$ cat config.mk
export PLATFORM = sky130hd
export DESIGN_NAME = phy_burst_tx_flat
export DESIGN_NICKNAME = d
export VERILOG_FILES = /design/src/rtl/phy_burst_tx_if.sv /design/src/rtl/phy_burst_tx.sv /design/src/flat_wrapper.sv
export SDC_FILE = /design/constraint.sdc
export NUM_CORES = 1
export LEC_CHECK = 0
export CAP_MARGIN = 20
export CORE_ASPECT_RATIO = 0.5
export CORE_UTILIZATION = 40
export DETAILED_ROUTE_END_ITERATION = 16
export GPL_ROUTABILITY_DRIVEN = 0
export GPL_TIMING_DRIVEN = 0
export PLACE_DENSITY_LB_ADDON = 0.15
export SLEW_MARGIN = 20
export SYNTH_ARGS = -nofsm -noshare
export SYNTH_HDL_FRONTEND = slang
export SYNTH_SLANG_ARGS = --single-unit
$ cat constraint.sdc
create_clock -name clk -period 5.5 [get_ports clk]
set_clock_uncertainty 0.2 [all_clocks]
set_input_delay 0.825 -clock clk [delete_from_list [all_inputs] [get_ports clk]]
set_output_delay 0.825 -clock clk [all_outputs]
set_load 0.05 [all_outputs]
$ cat src/rtl/phy_burst_tx_if.sv
// phy_burst_tx_if: valid/ready write stream feeding the burst transmitter FIFO
interface phy_burst_tx_if #(
    parameter int DQ_W = 8
);
    logic            s_valid;
    logic            s_ready;
    logic [DQ_W-1:0] s_data;
    modport master (output s_valid, s_data, input s_ready);
    modport slave (input s_valid, s_data, output s_ready);
endinterface

$ cat src/rtl/phy_burst_tx.sv
// phy_burst_tx: FIFO-fed fixed-length burst transmitter with preamble/postamble and differential strobe
// Optional data bus inversion per byte lane when PHY_TX_DBI_EN is defined.
module phy_burst_tx #(
    parameter int DQ_W       = 8,
    parameter int BURST_LEN  = 8,
    parameter int FIFO_DEPTH = 16,
    parameter int PRE_CYC    = 1,
    parameter int POST_CYC   = 1
) (
    input  logic            clk,
    input  logic            rst,
    phy_burst_tx_if.slave   s,
    output logic [DQ_W-1:0] dq,
    output logic            dq_oe,
    output logic            dqs_p,
    output logic            dqs_n,
    output logic            dqs_oe,
    output logic            busy,
    output logic            burst_done
`ifdef PHY_TX_DBI_EN
    ,
    output logic [DQ_W/8-1:0] dbi
`endif
);
    localparam int AW   = $clog2(FIFO_DEPTH);
    localparam int CMAX = (BURST_LEN > PRE_CYC) ? ((BURST_LEN > POST_CYC) ? BURST_LEN : POST_CYC)
                                                : ((PRE_CYC > POST_CYC) ? PRE_CYC : POST_CYC);
    localparam int CW   = $clog2(CMAX + 1);
    localparam logic [1:0] IDLE = 2'd0, PRE = 2'd1, DATA = 2'd2, POST = 2'd3;
    localparam logic [AW:0]   BL_C      = (AW+1)'(BURST_LEN);
    localparam logic [AW+1:0] BL_E      = (AW+2)'(BURST_LEN);
    localparam logic [AW:0]   FULL_C    = (AW+1)'(FIFO_DEPTH);
    localparam logic [CW-1:0] PRE_LAST  = CW'(PRE_CYC - 1);
    localparam logic [CW-1:0] BL_LAST   = CW'(BURST_LEN - 1);
    localparam logic [CW-1:0] POST_LAST = CW'(POST_CYC - 1);

    logic [DQ_W-1:0] mem [FIFO_DEPTH];
    logic [AW-1:0]   wr_ptr, rd_ptr;
    logic [AW:0]     cnt;
    logic [AW+1:0]   cnt_eff;
    logic            push, pop;
    logic [1:0]      state, state_n;
    logic [CW-1:0]   cyc, cyc_n;
    logic [DQ_W-1:0] raw, dq_nx;
    logic            dqs_nx;

    assign s.s_ready = cnt != FULL_C;
    assign push      = s.s_valid && s.s_ready;
    assign pop       = state_n == DATA;
    assign cnt_eff   = {1'b0, cnt} + (AW+2)'(push);
    assign raw       = mem[rd_ptr];
    assign dqs_nx    = (state_n == DATA) && !cyc_n[0];

    // The seamless decision counts a push landing on the same edge as the last beat.
    always_comb begin
        state_n = state;
        cyc_n   = cyc + 1'b1;
        case (state)
            IDLE: begin
                cyc_n   = '0;
                state_n = (cnt >= BL_C) ? PRE : IDLE;
            end
            PRE: if (cyc == PRE_LAST) begin
                state_n = DATA;
                cyc_n   = '0;
            end
            DATA: if (cyc == BL_LAST) begin
                state_n = (cnt_eff >= BL_E) ? DATA : POST;
                cyc_n   = '0;
            end
            default: if (cyc == POST_LAST) begin
                state_n = IDLE;
                cyc_n   = '0;
            end
        endcase
    end

`ifdef PHY_TX_DBI_EN
    logic [DQ_W/8-1:0] dbi_nx;
    always_comb begin
        dq_nx  = raw;
        dbi_nx = '0;
        for (int i = 0; i < DQ_W/8; i++) begin
            if ($countones(raw[8*i +: 8]) < 4) begin
                dq_nx[8*i +: 8] = ~raw[8*i +: 8];
                dbi_nx[i]       = 1'b1;
            end
        end
    end
    always_ff @(posedge clk) dbi <= rst ? '0 : (state_n == DATA) ? dbi_nx : '0;
`else
    assign dq_nx = raw;
`endif

    always_ff @(posedge clk) if (push) mem[wr_ptr] <= s.s_data;

    // Outputs are loaded from the next state so each registered value lines up with its state.
    always_ff @(posedge clk) begin
        if (rst) begin
            wr_ptr     <= '0;
            rd_ptr     <= '0;
            cnt        <= '0;
            state      <= IDLE;
            cyc        <= '0;
            dq         <= '0;
            dq_oe      <= 1'b0;
            dqs_p      <= 1'b0;
            dqs_n      <= 1'b1;
            dqs_oe     <= 1'b0;
            busy       <= 1'b0;
            burst_done <= 1'b0;
        end else begin
            wr_ptr     <= wr_ptr + AW'(push);
            rd_ptr     <= rd_ptr + AW'(pop);
            cnt        <= cnt + (AW+1)'(push) - (AW+1)'(pop);
            state      <= state_n;
            cyc        <= cyc_n;
            dq         <= (state_n == DATA) ? dq_nx : '0;
            dq_oe      <= state_n == DATA;
            dqs_p      <= dqs_nx;
            dqs_n      <= ~dqs_nx;
            dqs_oe     <= state_n != IDLE;
            busy       <= state_n != IDLE;
            burst_done <= (state_n == DATA) && (cyc_n == BL_LAST);
        end
    end
endmodule

$ cat src/flat_wrapper.sv
// flat-port wrapper written by rule: the top's interface ports become plain ports
module phy_burst_tx_flat 
#(
    parameter int DQ_W       = 8,
    parameter int BURST_LEN  = 8,
    parameter int FIFO_DEPTH = 16,
    parameter int PRE_CYC    = 1,
    parameter int POST_CYC   = 1
)
  (clk, rst, dq, dq_oe, dqs_p, dqs_n, dqs_oe, busy, burst_done, s_s_valid, s_s_data, s_s_ready);
  phy_burst_tx_if #(.DQ_W(DQ_W)) s_i ();
  input  logic clk;
  input  logic rst;
  output logic [DQ_W-1:0] dq;
  output logic dq_oe;
  output logic dqs_p;
  output logic dqs_n;
  output logic dqs_oe;
  output logic busy;
  output logic burst_done;
  input wire logic [$bits(s_i.s_valid)-1:0] s_s_valid;
  input wire logic [$bits(s_i.s_data)-1:0] s_s_data;
  output wire logic [$bits(s_i.s_ready)-1:0] s_s_ready;
  assign s_i.s_valid = s_s_valid;
  assign s_i.s_data = s_s_data;
  assign s_s_ready = s_i.s_ready;
  phy_burst_tx #(.DQ_W(DQ_W), .BURST_LEN(BURST_LEN), .FIFO_DEPTH(FIFO_DEPTH), .PRE_CYC(PRE_CYC), .POST_CYC(POST_CYC)) u_core (.clk(clk), .rst(rst), .s(s_i), .dq(dq), .dq_oe(dq_oe), .dqs_p(dqs_p), .dqs_n(dqs_n), .dqs_oe(dqs_oe), .busy(busy), .burst_done(burst_done));
endmodule
==> results of run 1 <==
-- flip-flops by register name, indices dropped and copies added, names as in the netlist, 2 cells and up --
name	count
u_core.cnt	5
u_core.state	2
u_core.mem	128
u_core.dq	8
u_core.cyc	4
u_core.rd_ptr	4
u_core.wr_ptr	4
-- cells in the final DEF (no fill, tap or decap), types with 3 or more instances in the layout --
cell type        synthesis  layout
nand2_1                  5       5
and2_1                   9       9
buf_2                    5       5
inv_4                    0       4
a21oi_1                  7       7
nor2_1                  29      29
inv_6                    0       3
inv_1                    7       7
a211oi_2                14      14
mux2i_1                 10      10
edfxtp_1               128     128
nand3_1                  4       4
dfxtp_1                 32      32
buf_4                    4       4
clkdlybuf4s50_1          0      25
buf_6                    5       5
nand3b_1                 4       4
clkbuf_1                 3       3
xnor2_1                  8       8
mux4_2                  30      30
clkbuf_16                0      17
ha_1                    16      16
nor3_2                   0       4
nand2b_1                 4       4
nor2b_1                  5       5
and3_1                   5       5
-- cell type report --
| cell class | instances | area share |
|---|---|---|
| well taps | 221 | 0.0362 |
| repair buffers | 25 | 0.0328 |
| clock inverters | 14 | 0.0165 |
| plain buffers | 21 | 0.0197 |
| clock buffers | 18 | 0.0575 |
| inverters | 8 | 0.00393 |
| multi-input cells | 184 | 0.246 |
| flip-flops and latches | 160 | 0.587 |
-- cell families (layout without fill, tap and decap cells) --
| family | after synthesis | in the layout | share of synthesized area |
|---|---|---|---|
| multiplexers | 41 | 41 | 0.121 |
| flip-flops | 160 | 160 | 0.687 |
| XOR/XNOR | 11 | 11 | 0.0159 |
| AO/OA/AOI/OAI | 33 | 33 | 0.0460 |
| buffers and inverters | 29 | 86 | 0.0276 |
| adder cells (fa/ha/maj) | 17 | 17 | 0.0338 |
| AND/OR/NAND/NOR | 82 | 82 | 0.0687 |
-- worst paths after layout --
path | cells past startpoint | from | slack, ps | endpoint
worst max register to register | 19 | u_core.cnt[3]$_SDFF_PP0_ | 1640 | u_core.cnt[4]$_SDFF_PP0_
worst min-delay path | 2 | u_core.cyc[0]$_SDFF_PP0_ | 380 | u_core.dqs_p$_SDFF_PP0_
worst max-delay path | 17 | s_s_valid | 1630 | u_core.cnt[4]$_SDFF_PP0_
worst min register to register | 2 | u_core.cyc[0]$_SDFF_PP0_ | 380 | u_core.dqs_p$_SDFF_PP0_
-- power by group through the flow --
| stage | clock (W) | sequential (W) | combinational [W] |
|---|---|---|---|
| after floorplan | 0 | 0.00154 | 0.000590 |
| after global placement | 0 | 0.00146 | 0.000886 |
| after detailed placement | 0 | 0.00147 | 0.000909 |
| after CTS | 0.00115 | 0.00144 | 0.000913 |
| after global routing | 0.00120 | 0.00145 | 0.000978 |
| final | 0.00114 | 0.00144 | 0.000903 |
-- per-layer routing --
layer | GRT usage | up-vias | part of all wire | wire length (um)
li1 | - | 1531 | - | -
met1 | 0.244 | 1746 | 0.47 | 6280
met4 | 0.0462 | 0 | 0.0064 | 85
met3 | 0.0448 | 8 | 0.061 | 817
met5 | 0 | - | 0 | 0
met2 | 0.260 | 110 | 0.46 | 6160
-- through the flow --
stage,setup WS [ps],area [sq um],utilization
after global placement,1260,7050,0.450
after CTS,1610,7640,0.488
after floorplan,1450,6520,-
after global routing,1360,7640,0.488
final,1630,7640,0.488
after detailed placement,1170,7070,0.452
-- tightest hold or removal path: stages (launching register included) --
cell,delay [ps]
dfxtp_1,370
nor3_1,90
nor2_1,80
==> qor.txt, run 1 <==
===========================================================================
I/O Buffers                                                              25
Die extent in x                                                      183 um
Crit path max-delay family                                      adder cells
Switching part of the total                                           0.303
Pin count of the biggest net entering global routing                     17
Fmax achieved                                                       258 MHz
Run status                                                     finished, final reports clean
Endpoint type of the worst setup path                                  flop
Top FF cell, synth                                                 edfxtp_1
Synth async-reset ratio                                                   0
Max-slew headroom                                                     0.363
Final total power                                                 0.00348 W
Antenna violations before repair                                          0
Clock latency on the worst-skew pair                                 410 ps
Area growth from synthesis to layout                                  17.1%
Aggregate global routing overflow                                         0
CP Class                                                       primary input to flop
# hold bufs at CTS                                                        0
Pre-antenna DRT Iters                                                     5
Max cap viols                                                             0
Post-CTS resize count                                                     0
CP required                                                         5590 ps
Antenna diode count                                                       0
Iteration-0 DRC count of the detailed router                            327
Non-filler cells, final                                                 651
Maximum level of the CTS H-tree                                           4
Kind of path behind the tightest hold check                    flop to flop
# DRC                                                                     0
Count of placed standard cells including taps                           619
Vias per cell                                                          5.22
Leading area contributor after synthesis                           edfxtp_1
Power density relative to cell area                             456 mW/mm^2
Core Area                                                      0.0157 sq mm
Clock transition at the registers of the reported paths               70 ps
Final setup violation count                                               0
Die ar.                                                        0.0169 sq mm
Pin slew with the least headroom to its limit                        952 ps
Post-detailed-route count of antenna-violating nets                       0
Worst voltage drop across the vdd grid                               262 uV
CTS tree                                                                yes
Filler cell count in the final layout                                  1314
Register bit total from synthesis                                       160
Commonest cells post-synth                                     edfxtp_1 (128), dfxtp_1 (32), mux4_2 (30)
Setup bufs post-CTS                                                       0
Die H                                                               92.3 um
Post-layout net count                                                   445
Arrival time of the worst setup path                                3960 ps
Cell Chain, Critical Path                                      clkdlybuf4s50_1, and2_1, buf_2, ha_1, ha_1, and3_1, o22ai_1, o21ai_2, or2_2, nand2_1, ha_1, fa_1, a21oi_1, nor2_1, nor2_1, xnor2_1, nor2_1
Share of post-route cells with drive strength above 1                 0.240
Register area                                                  0.00448 sq mm
Switch Pwr                                                        0.00106 W
Total number of vias                                                   3395
Flop pwr share                                                        0.414
Crit path max fanout                                                      7
Area fraction of the dominant cell type after synthesis               0.589
Hold slack final                                                     376 ps
Tcrit/Tclk final                                                      0.704
Unique masters post-synth                                                48
Total wire length after detailed routing                           13300 um
Total count of max-transition violations in the final report              0
Clk Tree Root Cell                                                clkbuf_16
First-pass GRT wire length                                         20400 um
Most numerous cell in the Yosys netlist                            edfxtp_1
Area taken by multi-input logic gates                          0.00188 sq mm
Internal portion of total power                                   0.00243 W
Post-synth net total                                                    401
Count of flip-flops with a built-in enable after synthesis              128
Time the final worst path needs with I/O delays and setup           3870 ps
Critical path's slowest cell                                   clkdlybuf4s50_1
Register area share after synthesis                                   0.687
Max Root-Sink Buffers                                                     2
Effective utilization at floorplan                                    0.417
Final total negative setup slack                                       0 ps
Final HPWL DP                                                       8880 um
Per-cell routed wire length                                         20.5 um
Combinational Power Share                                             0.259
Fraction of power consumed by the clock network                       0.327
Syn Std Cell Area                                              0.00652 sq mm
Number of I/O pins                                                       26
Gate count after technology mapping                                     373
Via count of the first global-routing pass                             3490
Total global-route track usage                                        0.171
Final Hold Viols                                                          0
Worst path buffer plus inverter count                                     2
Stage delay of the slowest cell on the critical path                 450 ps
Clock sink count                                                        160
Static leakage                                                      2.49 nW
Nature of the critical path startpoint                         primary input
Yosys warnings                                                            0
Setup repair after global routing missed its margin                   false
Area contributors post-synth                                   edfxtp_1 (59%), mux4_2 (10%), dfxtp_1 (9.8%), ha_1 (3.1%), a211oi_2 (2.7%)
CTS buffer count                                                         17
Number of placement rows                                                 32
Avg Cell Area, Syn                                               17.5 sq um
===========================================================================
Power figures use the tool's default switching activity.
==> run 2, diff against run 1 <==
- clock period: 5.5 -> 4.05 ns (I/O delays scaled with it)
==> run 2 against run 1 <==
Effect of this change:
- critical path depth grew 2
- register-to-register slack lost 1300 ps
- combinational power grew 38%
==> qor.txt, run 2 (synthesized netlist as in run 1, its figures left out) <==
===========================================================================
Run status                                                     finished, final reports clean
Time the final worst path needs with I/O delays and setup           3750 ps
Total global-route track usage                                        0.171   unchanged
Endpoint type of the worst setup path                                  flop
R2R cell count                                                           19   unchanged
CP Class                                                       flop to flop
Tcrit/Tclk final                                                      0.926
Largest register by flop count                                   u_core.mem
Reg2reg start                                                  u_core.cnt[3]$_SDFF_PP0_
Power density relative to cell area                             621 mW/mm^2   +36%
Die H                                                               92.3 um   unchanged
Critical hold path startpoint                                  u_core.cyc[0]$_SDFF_PP0_
Pre-antenna DRT Iters                                                     5   unchanged
Vias per cell                                                          5.19   -0.48%
Max-slew headroom                                                     0.378   +0.0152
Total wire length after detailed routing                           13300 um   -0.23%
Worst hold path depth                                                     2   unchanged
# hold bufs at CTS                                                        0   unchanged
Kind of path behind the tightest hold check                    flop to flop
# DRC                                                                     0   unchanged
Die ar.                                                        0.0169 sq mm   unchanged
Final setup violation count                                               0   unchanged
Effective utilization at floorplan                                    0.417   unchanged
Arrival time of the worst setup path                                3840 ps   -120 ps
Final HPWL DP                                                       8880 um   unchanged
Max Root-Sink Buffers                                                     2   unchanged
Setup repair after global routing missed its margin                   false
Flip-flop count of the largest register after layout                    128   unchanged
Clock latency on the worst-skew pair                                 410 ps   about the same
Area after detailed placement                                  0.00707 sq mm   unchanged
Max cap viols                                                             0   unchanged
Final standard cell area without fillers                       0.00765 sq mm   +0.20%
Antenna violations before repair                                          0   unchanged
Final total power                                                 0.00475 W   +36%
R2R Path End                                                   u_core.cnt[4]$_SDFF_PP0_
Crit path max fanout                                                      7   unchanged
Fmax achieved                                                       267 MHz
Most common cell after layout, fill and taps aside                 edfxtp_1
Via count of the first global-routing pass                             3490   unchanged
Share of post-route cells with drive strength above 1                 0.243   +0.00352
CTS buffer count                                                         17   unchanged
Number of I/O pins                                                       26   unchanged
Most frequent cells in the layout                              edfxtp_1 (128), dfxtp_1 (32), mux4_2 (30)
Static leakage                                                      2.50 nW   +0.36%
Core Area                                                      0.0157 sq mm   unchanged
Pin slew with the least headroom to its limit                        929 ps   -22.7 ps
Destination of the worst hold path                             u_core.dqs_p$_SDFF_PP0_
Total number of vias                                                   3389   -0.18%
I/O Buffers                                                              25   unchanged
Iteration-0 DRC count of the detailed router                            324   -0.92%
Post-CTS resize count                                                     0   unchanged
Post-detailed-route count of antenna-violating nets                       0   unchanged
Worst voltage drop across the vdd grid                               357 uV   +36%
CP required                                                         4140 ps   -1450 ps
Antenna diode count                                                       0   unchanged
CTS tree                                                                yes
Registers with the highest flip-flop counts                    u_core.mem (128), u_core.dq (8), u_core.cnt (5)
Final Worst Setup Slack                                              301 ps   -1330 ps
Die extent in x                                                      183 um   unchanged
Post-layout net count                                                   447   +0.45%
Pre-CTS setup slack                                                -66.8 ps   -1230 ps
Clk Tree Root Cell                                                clkbuf_16
Aggregate global routing overflow                                         0   unchanged
Clock sink count                                                        160   unchanged
Nature of the critical path startpoint                                 flop
Setup bufs post-CTS                                                       0   unchanged
Pin count of the biggest net entering global routing                     17   unchanged
First-pass GRT wire length                                         20400 um   unchanged
Final Hold Viols                                                          0   unchanged
Area growth from synthesis to layout                                  17.3%
Post-layout utilization of the core                                   0.489   +0.000959
Per-cell routed wire length                                         20.4 um   -0.54%
Total count of max-transition violations in the final report              0   unchanged
Clock transition at the registers of the reported paths               70 ps   about the same
Minimum setup slack among reg-to-reg paths                           300 ps   -1340 ps
Maximum level of the CTS H-tree                                           4   unchanged
Number of placement rows                                                 32   unchanged
===========================================================================
-- run 2: cell count changes in the layout (fill, tap and decap cells not counted) --
cell / previous run / this run
buf_4: 4 / 6
-- run 2: per-layer routing --
layer	vias up	part of all wire	track usage	wire length [um]
met3	8	0.067	0.0448	894
li1	1534	-	-	-
met1	1729	0.47	0.244	6250
met5	-	0	0	0
met4	0	0.0065	0.0462	86
met2	118	0.46	0.260	6070
-- run 2: power by group --
| group | leakage, nW | internal [W] | switching [W] |
|---|---|---|---|
| combinational | 0.804 | 0.000547 | 0.000702 |
| sequential | 1.42 | 0.00189 | 0.0000630 |
| clock | 0.281 | 0.000872 | 0.000670 |
| total | 2.50 | 0.00331 | 0.00144 |
-- run 2: critical path, stage by stage (launching register included) --
cell and delay, ps:
dfxtp_1 400, inv_1 110, ha_1 190, nand4b_1 120, and2_1 140, buf_2 170
ha_1 230, ha_1 180, and3_1 160, o22ai_1 120, o21ai_2 220, or2_2 190
nand2_1 60, ha_1 210, fa_1 410, a21oi_1 180, nor2_1 60, nor2_1 110
xnor2_1 130, nor2_1 50
-- run 2: metrics by stage --
stage          setup TNS, ps  cells  hold slack [ps]
2_1_floorplan              0    373              310
3_3_place_gp               0    619              343
3_5_place_dp           -66.8    619              361
4_1_cts                    0    651              380
5_1_grt                    0    653              418
6_report                   0    653              376
-- run 2: how the worst max path moves through the flow --
stage	cells after the start	slack [ps]	to	startpoint
3_3_place_gp	17	30	u_core.cnt[4]$_SDFF_PP0_	s_s_valid
5_1_grt	19	30	u_core.cnt[4]$_SDFF_PP0_	u_core.cnt[3]$_SDFF_PP0_
2_1_floorplan	19	3	u_core.cnt[4]$_SDFF_PP0_	u_core.cnt[3]$_SDFF_PP0_
3_5_place_dp	17	-70	u_core.cnt[4]$_SDFF_PP0_	s_s_valid
4_1_cts	19	160	u_core.cnt[4]$_SDFF_PP0_	u_core.cnt[3]$_SDFF_PP0_
6_report	19	300	u_core.cnt[4]$_SDFF_PP0_	u_core.cnt[3]$_SDFF_PP0_
-- run 2: area by class of cell --
cell class / instances / area (sq um)
buffer: 21 / 150
clock buffer: 18 / 439
clock inverter: 14 / 126
fill: 1310 / 8000
inverter: 8 / 30.0
multi-input combinational: 184 / 1880
sequential: 160 / 4480
tap: 221 / 277
timing repair buffer: 27 / 265
